--- config.mk ---
export PLATFORM = sky130hd
export DESIGN_NAME = ct_had_ddu_ctrl
export DESIGN_NICKNAME = d
export VERILOG_FILES = /design/src/rtl/ct_had_ddu_ctrl.sv
export SDC_FILE = /design/constraint.sdc
export NUM_CORES = 1
export LEC_CHECK = 0
export CAP_MARGIN = 5
export CORE_MARGIN = 2
export CORE_UTILIZATION = 41
export CTS_BUF_LIST = sky130_fd_sc_hd__clkbuf_2
export DETAILED_ROUTE_END_ITERATION = 10
export HOLD_SLACK_MARGIN = 0.03
export PLACE_DENSITY = 0.85
export SETUP_SLACK_MARGIN = 0.05
export SLEW_MARGIN = 5
export SYNTH_ARGS = -nofsm -noshare
export SYNTH_HDL_FRONTEND = slang
export SYNTH_SLANG_ARGS = --single-unit
--- constraint.sdc ---
create_clock -name cpuclk -period 4.8 [get_ports cpuclk]
set_clock_uncertainty 0.1 [all_clocks]
set_input_delay 1.2 -clock cpuclk [delete_from_list [all_inputs] [get_ports cpuclk]]
set_output_delay 1.2 -clock cpuclk [all_outputs]
set_load 0.01 [all_outputs]
--- src/rtl/ct_had_ddu_ctrl.sv ---
// ct_had_ddu_ctrl: direct-data-upload controller of the HAD debug unit.
// After the debugger writes a start address through DADDR, the block injects
// "address into r0" and "ldw r1,(r0)", captures the load writeback into DDATA
// for the debugger to shift out, and auto-increments the address on each
// DDATA capture so memory streams out without per-word address writes.
//
// Optional feature macro: HAD_DDU_UNDERRUN_EN (sticky underrun detection).
// Without it ddu_underrun is tied low.
//
// Ports:
//   cpuclk, cpurst              core clock, async active-high reset
//   regs_xx_ddu_en              upload mode enable
//   x_sm_xx_update_dr_en        TAP Update-DR strobe
//   x_sm_xx_capture_dr_en       TAP Capture-DR strobe
//   ir_xx_daddr_reg_sel         IR selects DADDR
//   ir_xx_ddata_reg_sel         IR selects DDATA
//   jtag_xx_dr_data             shifted DR value
//   rtu_yy_xx_retire0_normal    injected instruction retired
//   rtu_had_wb_data_vld/_data   load writeback
//   ddu_ctrl_dp_addr_sel        inject address instruction
//   ddu_ctrl_dp_ldw_sel         inject load-word instruction
//   ddu_xx_update_ir            load injected instruction into IR
//   ddu_regs_update_wbbr        load ddu_wbbr_data into WBBR
//   ddu_regs_update_csr         update debug CSR for injection
//   ddu_wbbr_data               current address, zero-extended
//   ddu_ddata, ddu_ddata_vld    captured read data and its valid flag
//   ddu_underrun                sticky DDATA-read-without-data flag
`default_nettype none

module ct_had_ddu_ctrl #(
  parameter int unsigned ADDR_WIDTH = 40,
  parameter int unsigned ADDR_STEP  = 4
) (
  input  logic        cpuclk,
  input  logic        cpurst,
  input  logic        regs_xx_ddu_en,
  input  logic        x_sm_xx_update_dr_en,
  input  logic        x_sm_xx_capture_dr_en,
  input  logic        ir_xx_daddr_reg_sel,
  input  logic        ir_xx_ddata_reg_sel,
  input  logic [63:0] jtag_xx_dr_data,
  input  logic        rtu_yy_xx_retire0_normal,
  input  logic        rtu_had_wb_data_vld,
  input  logic [63:0] rtu_had_wb_data,
  output logic        ddu_ctrl_dp_addr_sel,
  output logic        ddu_ctrl_dp_ldw_sel,
  output logic        ddu_xx_update_ir,
  output logic        ddu_regs_update_wbbr,
  output logic        ddu_regs_update_csr,
  output logic [63:0] ddu_wbbr_data,
  output logic [63:0] ddu_ddata,
  output logic        ddu_ddata_vld,
  output logic        ddu_underrun
);

  localparam int unsigned DATA_WIDTH = 64;

  typedef enum logic [3:0] {
    IDLE      = 4'd0,
    ADDR_WAIT = 4'd1,
    ADDR_LD   = 4'd2,
    ADDR_RET  = 4'd3,
    LDW_LD    = 4'd4,
    LDW_RET   = 4'd5,
    DATA_RDY  = 4'd6,
    ADDR_GEN  = 4'd7
  } state_t;

  state_t                state;
  state_t                next_state;
  logic [ADDR_WIDTH-1:0] addr_q;
  logic                  addr_ready;
  logic                  data_read;
  logic                  addr_load;
  logic                  addr_inc;
  logic                  ddata_cap;
  logic                  vld_set;
  logic                  vld_clr;

  assign addr_ready = x_sm_xx_update_dr_en  & ir_xx_daddr_reg_sel;
  assign data_read  = x_sm_xx_capture_dr_en & ir_xx_ddata_reg_sel;

  // Upper DR bits beyond the address width are intentionally ignored.
  generate
    if (ADDR_WIDTH < DATA_WIDTH) begin : g_unused_dr
      logic unused_dr_bits;
      assign unused_dr_bits = ^jtag_xx_dr_data[DATA_WIDTH-1:ADDR_WIDTH];
    end
  endgenerate

  // State register
  always_ff @(posedge cpuclk or posedge cpurst) begin
    if (cpurst) begin
      state <= IDLE;
    end else begin
      state <= next_state;
    end
  end

  // Next state and Moore strobe decode; ddu_en is only honoured in
  // ADDR_WAIT and DATA_RDY so in-flight injections always complete.
  always_comb begin
    next_state           = state;
    ddu_ctrl_dp_addr_sel = 1'b0;
    ddu_ctrl_dp_ldw_sel  = 1'b0;
    ddu_xx_update_ir     = 1'b0;
    ddu_regs_update_wbbr = 1'b0;
    ddu_regs_update_csr  = 1'b0;
    addr_load            = 1'b0;
    addr_inc             = 1'b0;
    ddata_cap            = 1'b0;
    vld_set              = 1'b0;
    vld_clr              = 1'b0;
    case (state)
      IDLE: begin
        if (regs_xx_ddu_en) next_state = ADDR_WAIT;
      end
      ADDR_WAIT: begin
        if (addr_ready) begin
          addr_load  = 1'b1;
          next_state = ADDR_LD;
        end else if (!regs_xx_ddu_en) begin
          next_state = IDLE;
        end
      end
      ADDR_LD: begin
        ddu_ctrl_dp_addr_sel = 1'b1;
        ddu_xx_update_ir     = 1'b1;
        ddu_regs_update_wbbr = 1'b1;
        ddu_regs_update_csr  = 1'b1;
        next_state           = ADDR_RET;
      end
      ADDR_RET: begin
        if (rtu_yy_xx_retire0_normal) next_state = LDW_LD;
      end
      LDW_LD: begin
        ddu_ctrl_dp_ldw_sel = 1'b1;
        ddu_xx_update_ir    = 1'b1;
        ddu_regs_update_csr = 1'b1;
        next_state          = LDW_RET;
      end
      LDW_RET: begin
        ddata_cap = rtu_had_wb_data_vld;
        if (rtu_yy_xx_retire0_normal) begin
          vld_set    = 1'b1;
          next_state = DATA_RDY;
        end
      end
      DATA_RDY: begin
        // Read-out wins over re-base, re-base wins over disable.
        if (data_read) begin
          vld_clr    = 1'b1;
          next_state = ADDR_GEN;
        end else if (addr_ready) begin
          vld_clr    = 1'b1;
          addr_load  = 1'b1;
          next_state = ADDR_LD;
        end else if (!regs_xx_ddu_en) begin
          vld_clr    = 1'b1;
          next_state = IDLE;
        end
      end
      ADDR_GEN: begin
        addr_inc   = 1'b1;
        next_state = ADDR_LD;
      end
      default: begin
        next_state = IDLE;
      end
    endcase
  end

  // Upload address: loaded from DADDR, stepped after each read-out (wraps).
  always_ff @(posedge cpuclk or posedge cpurst) begin
    if (cpurst) begin
      addr_q <= '0;
    end else if (addr_load) begin
      addr_q <= jtag_xx_dr_data[ADDR_WIDTH-1:0];
    end else if (addr_inc) begin
      addr_q <= addr_q + ADDR_WIDTH'(ADDR_STEP);
    end
  end

  assign ddu_wbbr_data = DATA_WIDTH'(addr_q);

  // Read data capture and its valid flag.
  always_ff @(posedge cpuclk or posedge cpurst) begin
    if (cpurst) begin
      ddu_ddata     <= '0;
      ddu_ddata_vld <= 1'b0;
    end else begin
      if (ddata_cap) ddu_ddata <= rtu_had_wb_data;
      if (vld_set) begin
        ddu_ddata_vld <= 1'b1;
      end else if (vld_clr) begin
        ddu_ddata_vld <= 1'b0;
      end
    end
  end

`ifdef HAD_DDU_UNDERRUN_EN
  // Sticky: DDATA shifted while no word is ready; cleared only when disabled.
  always_ff @(posedge cpuclk or posedge cpurst) begin
    if (cpurst) begin
      ddu_underrun <= 1'b0;
    end else if (!regs_xx_ddu_en) begin
      ddu_underrun <= 1'b0;
    end else if (data_read && (state != DATA_RDY)) begin
      ddu_underrun <= 1'b1;
    end
  end
`else
  assign ddu_underrun = 1'b0;
`endif

endmodule

`default_nettype wire

==> reports/metrics.cfg, run 1 <==
[floorplan]
die_width_microns = 117
boundaryPins = 272
std_cell_rows = 41
die_h_microns = 117
die_area_sq_um = 13700
fp.coreArea_sq_um = 12600
initial_core_util_pct = 41.7

[worst_setup_path]
crit_fanout = 18
crit_type = reg -> out
critPathLaunchType = flip-flop
worst_ep_arrival_time_ps = 2430
critPathCaptureType = primary output
required_ps = 3500

[pwr]
power_density_nw_per_um2 = 273
intPower_w = 0.00144
p_leak_nw = 3.23
seqPwrFrac_pct = 54.4
p_switching_w = 0.000633
peakVddDrop_mv = 0.157
pwr-share-comb_pct = 25.6
swShare_pct = 30.6
pwr-share-clk_pct = 20.0

[sta]
worst_pin_slew_ps = 1070
timing.final.crit_share_pct = 77.7
fmax_mhz = 268
rsz0062_at_grt = no
slew_viol_final = 0
fin_crit_ps = 3730
fin_tns_setup_ps = 0
hold_viol_final = 0
setup_violations = 0
relSlewSlack_pct = 28.2

[routing]
ant_nets = 0
via_per_inst = 5.16
drc_errors = 0
wl_per_cell_microns = 16.2
num_vias = 4457
drt-initial-drc-count = 318
wl_mm = 14.0
first_pass_iters = 4

[grt]
grt_overflow = 0
antenna_found_initial = 0
grt_max_degree = 65
grt_use_total_pct = 20.0
grt_pass1_vias = 4364
grt_pass1_wl_mm = 21.3

[clocking]
htreeDepth = 3
cts_setup_buffers = 0
root_buffer = clkbuf_2
cts.clk_slew.worst_paths_ps = 280
cts_tree = yes
cts_buffers = 9
cts.hold.buffers_added = 0
cts_resized = 0
clk_path_buf_depth = 2
clock_latency_ps = 600
clock_sinks = 109

[finish]
syn2layout_area_growth_pct = 44.7
insertedDiodeCount = 0
final_cells = 863
fill_cells = 1019
finalNetCount = 824
drive_above_1_share_pct = 13.6

[synth]
synth.area.top_cells = dfrtp_1 52%, mux2_2 14%, buf_4 4.2%, nand2_1 3.4%, o21ai_0 2.2%
synth-main-ff-cell = dfrtp_1
synth_commonest_cells = 109 x dfrtp_1, 65 x mux2_2, 48 x nand2_1
synth-seq-area-share_pct = 52.0
synth_most_common_cell = dfrtp_1
synth.avg_cell_area_sq_um = 11.0
synth_top_cell_by_area = dfrtp_1
synth_cell_types = 48
syn_inst = 477
async_flop_share_pct = 100
synth-seq-cells = 109
synth-edff-count = 0
syn-cell-area_sq_um = 5240
yosysTopAreaCellShare_pct = 52.0
synth_warnings = 0

[worst_hold_path]
hp-class = reg -> reg

[placed_design]
dp.cells = 847
dpl.hpwl_mm = 10.3
place_congestion = 0.841
portBuffers = 222

[status]
status = finished, final reports clean

[flow_run]
maxCapViolations = 0

==> state kept, by name, indices dropped and copies added, names as in the netlist <==
name	cells
ddu_ddata	64
ddu_ddata_vld	1
state	4
addr_q	40
==> critical path, stage by stage, from the launching register on <==
cell and delay, ps:
dfrtp_1 720, nand2b_1 150, nor3_1 260, or2_2 180
clkdlybuf4s50_1 530
==> worst paths after layout <==
check	from	to	slack, ps	cells after the start
worst max-delay path	state[1]	ddu_xx_update_ir	1070	4
worst min-delay path	addr_q[0]	addr_q[0]	420	2
worst max register to register	state[1]	addr_q[37]	2070	5
worst min register to register	addr_q[0]	addr_q[0]	420	2
max in group asynchronous	cpurst	ddu_ddata[16]	2930	3
min in group asynchronous	cpurst	state[0]	890	2
==> metal layers <==
layer / global-route usage (%) / up-vias / share of wire, %
met1: 24.0 / 2146 / 39
met4: 7.84 / 0 / 1.7
li1: - / 2056 / -
met2: 32.6 / 232 / 49
met5: 0 / - / 0
met3: 7.52 / 23 / 10
==> kinds of logic after synthesis <==
family	after synthesis	share of synthesized area (%)
xor+xnor	21	3.51
fa+ha+maj	1	0.239
other cells	1	0.0715
mux	65	14.0
flops	109	52.0
buf+inv	60	6.88
compound gates	65	7.81
simple gates	155	15.5
==> metrics by stage <==
step	util (%)	hold slack [ps]	instance area [sq um]	setup slack (ps)	total power (W)
5_1_grt	60.3	449	7580	874	0.00219
3_5_place_dp	59.5	364	7480	1400	0.00167
4_1_cts	60.3	420	7580	1020	0.00209
3_3_place_gp	59.5	365	7480	1440	0.00165
2_1_floorplan	-	412	5340	626	0.00135
6_report	60.3	419	7580	1070	0.00207
==> area by class of cell <==
class | instances | area (sq um) | share of cell area [%]
inverters | 8 | 32.5 | 0.429
clock inverters | 6 | 53.8 | 0.709
well taps | 172 | 215 | 2.84
flip-flops and latches | 109 | 2730 | 36.0
clock buffers | 10 | 50.0 | 0.660
repair buffers | 225 | 2260 | 29.8
multi-input cells | 333 | 2250 | 29.6
==> power groups by stage <==
stage	Sequential [W]	Clock, W	Combinational [W]
2_1_floorplan	0.00116	0	0.000196
3_3_place_gp	0.00113	0	0.000517
3_5_place_dp	0.00114	0	0.000531
4_1_cts	0.00112	0.000431	0.000533
5_1_grt	0.00114	0.000468	0.000577
6_report	0.00113	0.000415	0.000530
==> cells in the final DEF (no fill, tap or decap), types with 3 or more instances in the layout <==
cell type        count
or2_2                4
nand4_1             11
dfrtp_1            109
a31oi_1             11
and3_1               3
mux2_2              65
o21ai_0             23
a211oi_1             4
or3_1                3
nand3_1             15
xor2_1               9
conb_1              26
nand3_2              3
clkinv_1             4
nand2b_1             3
or4_1               10
nand2_1             48
nor2_1              28
nor3_1              12
clkdlybuf4s50_1    222
xnor2_1             12
a21oi_1              7
o211ai_1             3
inv_1                7
and2_1               3
clkbuf_2            10
o31ai_1              7
Note: power is estimated with default switching activity, not from simulation.
==> run 2, diff against run 1 <==
- clock period: 4.8 -> 3.7 ns (I/O delays scaled with it)
==> run 2 against run 1 <==
Compared with the run above:
- combinational power rose by 30%
- critical path depth did not move
- flip-flop and latch count unchanged
- setup slack got worse by 720 ps
- non-clock buffer count is 2 higher
- cell count up 0.23%
- clock power grew 15%
- largest cell class unchanged
==> reports/metrics.cfg, run 2 (synthesized netlist as in run 1, its figures left out) <==
[grt]
antenna_found_initial = 0
grt_use_total_pct = 20.0
grt_pass1_vias = 4380
grt_pass1_wl_mm = 21.3
grt_overflow = 0
grt_max_degree = 65

[finish]
layout_commonest_cell = clkdlybuf4s50_1
layout_common_cells = 222 x clkdlybuf4s50_1, 108 x dfrtp_1, 65 x mux2_2, 48 x nand2_1, 28 x nor2_1
top_register = ddu_ddata
drive_above_1_share_pct = 14.3
top_regs = ddu_ddata: 64 flops, addr_q: 40 flops, state: 4 flops
largest_reg_flops = 64
insertedDiodeCount = 0
finalNetCount = 826
fill_cells = 1005
fin_util_pct = 60.5
regArea_sq_um = 2730
multi_input_area_sq_um = 2250
syn2layout_area_growth_pct = 45.2
final_area_sq_um = 7610

[flow_run]
maxCapViolations = 0

[pwr]
peakVddDrop_mv = 0.207
p_leak_nw = 3.23
p_total_w = 0.00263
power_density_nw_per_um2 = 346

[worst_setup_path]
critPathCaptureType = primary output
regToRegEndpoint = addr_q[38]
reg2reg_from = state[0]
crit_start = state[0]
r2r_slack_ps = 1150
worst_ep_arrival_time_ps = 2330
crit_type = reg -> out
endpoint = ddu_regs_update_csr
required_ps = 2670
crit_fanout = 15
critPathLaunchType = flip-flop
r2r_cells = 5

[sta]
slew_viol_final = 0
worst_pin_slew_ps = 531
rsz0062_at_grt = no
setup_violations = 0
timing.final.crit_share_pct = 90.6
fin_tns_setup_ps = 0
relSlewSlack_pct = 64.3
fin_crit_ps = 3350
fmax_mhz = 298
hold_viol_final = 0

[clocking]
htreeDepth = 3
cts_resized = 0
cts.clk_slew.worst_paths_ps = 280
cts_setup_buffers = 0
cts_tree = yes
root_buffer = clkbuf_2
cts_buffers = 9
clk_path_buf_depth = 2
cts.hold.buffers_added = 0
clock_sinks = 109
clock_latency_ps = 580

[floorplan]
die_width_microns = 117
std_cell_rows = 41
fp.coreArea_sq_um = 12600
boundaryPins = 272
initial_core_util_pct = 41.7
die_area_sq_um = 13700
die_h_microns = 117

[worst_hold_path]
hp-class = reg -> reg

[routing]
num_vias = 4438
drt-initial-drc-count = 333
via_per_inst = 5.13
wl_mm = 13.9
drc_errors = 0
wl_per_cell_microns = 16.1
ant_nets = 0
first_pass_iters = 4

[placed_design]
dpl.hpwl_mm = 10.5
dpl-instance-area_sq_um = 7520
portBuffers = 222
place_congestion = 0.874

[status]
status = finished, final reports clean

run 2: changes by cell type in the layout (fill, tap and decap cells not counted), sizes merged:
cell / change
buf: +2
clkinvlp: +2
bufinv: -1
clkbuf: -1
clkinv: +1
inv: -1
run 2: area by class of cell:
cell class,count,share of cell area [%]
Inverter,8,0.444
Tap cell,172,2.83
Multi-Input combinational cell,333,29.5
Timing Repair Buffer,227,30.2
Clock inverter,7,0.559
Clock buffer,9,0.592
Sequential cell,109,35.9
run 2: how the worst min path moves through the flow:
stage / from / endpoint / cells past startpoint
after floorplan: state[3] / state[0] / 2
after global placement: addr_q[1] / addr_q[1] / 2
after detailed placement: addr_q[0] / addr_q[0] / 2
after CTS: cpurst / ddu_ddata[42] / 2
after global routing: cpurst / state[3] / 2
final: addr_q[0] / addr_q[0] / 2
run 2: power breakdown:
group,switching [W],total [W],internal (W)
Sequential,0.000156,0.00146,0.00131
Combinational,0.000281,0.000691,0.000410
Clock,0.000392,0.000477,0.0000845
run 2: stage by stage:
step / hold WS [ps] / std cells / setup slack (ps)
2_1_floorplan: 412 / 502 / 1140
3_3_place_gp: 359 / 849 / 945
3_5_place_dp: 387 / 849 / 896
4_1_cts: 438 / 865 / 188
5_1_grt: 456 / 865 / 142
6_report: 432 / 865 / 348
run 2: worst max-delay path, stage by stage, from the launching register on:
cell	delay (ps)
dfrtp_1	670
nand2b_1	230
nor3_1	70
or2_2	290
clkdlybuf4s50_1	480
run 2: per-layer routing:
metal	part of all wire, %	global-route usage (%)	vias up
li1	-	-	2061
met1	38	22.9	2168
met2	52	34.5	194
met3	8.6	6.23	15
met4	1.4	8.55	0
met5	0	0	-
==> run 3, diff against run 2 <==
- CORE_UTILIZATION: 41 -> 37
- PLACE_DENSITY: 0.85 -> 0.81
- clock period: 3.7 -> 2.85 ns (I/O delays scaled with it)
==> run 3 against run 2 <==
Compared with the run above:
- non-clock buffer count increased by 14
- critical path type unchanged
- wire length increased by 2.4%
- power increased by 32%
- register-to-register slack got worse by 860 ps
- largest power group unchanged
- highest routed layer unchanged
- setup slack got worse by 170 ps
- sequential power increased by 30%
==> reports/metrics.cfg, run 3 (synthesized netlist as in run 1, its figures left out) <==
[sta]
setup_violations = 0
relSlewSlack_pct = 57.8
timing.final.crit_share_pct = 93.6
fin_crit_ps = 2670
slew_viol_final = 0
worst_pin_slew_ps = 629
hold_viol_final = 0
fmax_mhz = 375
fin_tns_setup_ps = 0
rsz0062_at_grt = no

[floorplan]
die_width_microns = 123
boundaryPins = 272
fp.coreArea_sq_um = 13900
std_cell_rows = 43
die_h_microns = 123
initial_core_util_pct = 37.8
die_area_sq_um = 15100

[clocking]
htreeDepth = 3
clk_path_buf_depth = 2
root_buffer = clkbuf_2
clock_sinks = 109
cts.clk_slew.worst_paths_ps = 320
cts_buffers = 9
cts_tree = yes
cts.hold.buffers_added = 0
clock_latency_ps = 610

[finish]
layout_common_cells = 217 x clkdlybuf4s50_1, 105 x dfrtp_1, 65 x mux2_2, 48 x nand2_1, 28 x nor2_1
finalNetCount = 840
final_area_sq_um = 7780
layout_commonest_cell = clkdlybuf4s50_1
top_register = ddu_ddata
top_regs = ddu_ddata: 64 flops, addr_q: 40 flops, state: 4 flops
drive_above_1_share_pct = 17.1
fin_util_pct = 56.1
largest_reg_flops = 64
fill_cells = 1166
syn2layout_area_growth_pct = 48.5

[worst_setup_path]
critPathLaunchType = flip-flop
worst_ep_arrival_time_ps = 1850
slowest_delay_ps = 530
critPathBufInv = 1
path_cells = nand2b_4 > nor3_4 > or2_2 > dlygate4sd2_1
crit_type = reg -> out
crit_fanout = 7
critPathCaptureType = primary output
critPathTopFamily = flip-flops
required_ps = 2040
slowest_stage = dfrtp_2

[routing]
drt-initial-drc-count = 207
ant_nets = 0
wl_mm = 14.3
first_pass_iters = 4
via_per_inst = 4.98
wl_per_cell_microns = 16.1
num_vias = 4420
drc_errors = 0

[placed_design]
portBuffers = 222
place_congestion = 0.868
dpl.hpwl_mm = 10.4
dpl-instance-area_sq_um = 7570

[pwr]
peakVddDrop_mv = 0.323
power_density_nw_per_um2 = 447
p_leak_nw = 3.34

[grt]
grt_use_total_pct = 18.6
grt_overflow = 0
grt_use_met3_pct = 7.70
met1_usage_pct = 20.9
antenna_found_initial = 1
grt_pass1_vias = 4425
grt.met2_usage_pct = 30.9
busiest_layer = met2
grt_pass1_wl_mm = 21.9
grt_max_degree = 107

[flow_run]
maxCapViolations = 0

[status]
status = finished, final reports clean

[worst_hold_path]
hp-class = in -> async

## run 3: path summary, 6_finish.rpt
kind	slack (ps)	start	depth (start not counted)	to
setup / recovery	180	state[1]	4	ddu_xx_update_ir
setup reg to reg	290	addr_q[14]	5	addr_q[35]
max in group asynchronous	1630	cpurst	3	state[1]
hold / removal	160	cpurst	2	ddu_ddata[45]
min in group cpuclk	420	addr_q[1]	2	addr_q[1]
hold reg to reg	420	addr_q[1]	2	addr_q[1]
## run 3: layout make-up
cell class / instances / area, sq um / share of cell area [%]
Timing Repair Buffer: 241 / 2410 / 31.0
Clock inverter: 7 / 57.6 / 0.739
Multi-Input combinational cell: 333 / 2280 / 29.3
Tap cell: 180 / 225 / 2.89
Sequential cell: 109 / 2730 / 35.1
Antenna cell: 1 / 2.50 / 0.0321
Clock buffer: 9 / 45.0 / 0.579
Inverter: 8 / 33.8 / 0.434
## run 3: per-stage QoR
step           setup slack, ps  hold WS, ps  std cells  total power, W
4_1_cts                   54.0         72.8        885         0.00353
6_report                   183          163        888         0.00348
3_5_place_dp               319          370        860         0.00282
5_1_grt                   59.7         60.5        888         0.00371
2_1_floorplan              507          412        502         0.00228
3_3_place_gp               351          361        860         0.00278
## run 3: routing by layer
| metal | wire length (microns) | part of all wire (%) | vias up |
|---|---|---|---|
| li1 | - | - | 2088 |
| met1 | 5360 | 38 | 2109 |
| met2 | 7070 | 50 | 200 |
| met3 | 1500 | 11 | 23 |
| met4 | 344 | 2.4 | 0 |
| met5 | 0 | 0 | - |
## run 3: what timing repair did
| item | 4_1_cts | 5_1_grt |
|---|---|---|
| pin swaps | 0 | 1 |
| resized for setup | 13 | 2 |
| endpoints found under the setup margin | 5 | 2 |
| setup buffers | 9 | 2 |
## run 3: power by group
| group | internal, W | leakage, nW | total [W] | switching, W |
|---|---|---|---|---|
| combinational | 0.000539 | 1.87 | 0.000907 | 0.000368 |
| sequential | 0.00170 | 1.41 | 0.00190 | 0.000199 |
| clock | 0.000130 | 0.0625 | 0.000676 | 0.000546 |
| total | 0.00237 | 3.34 | 0.00348 | 0.00111 |
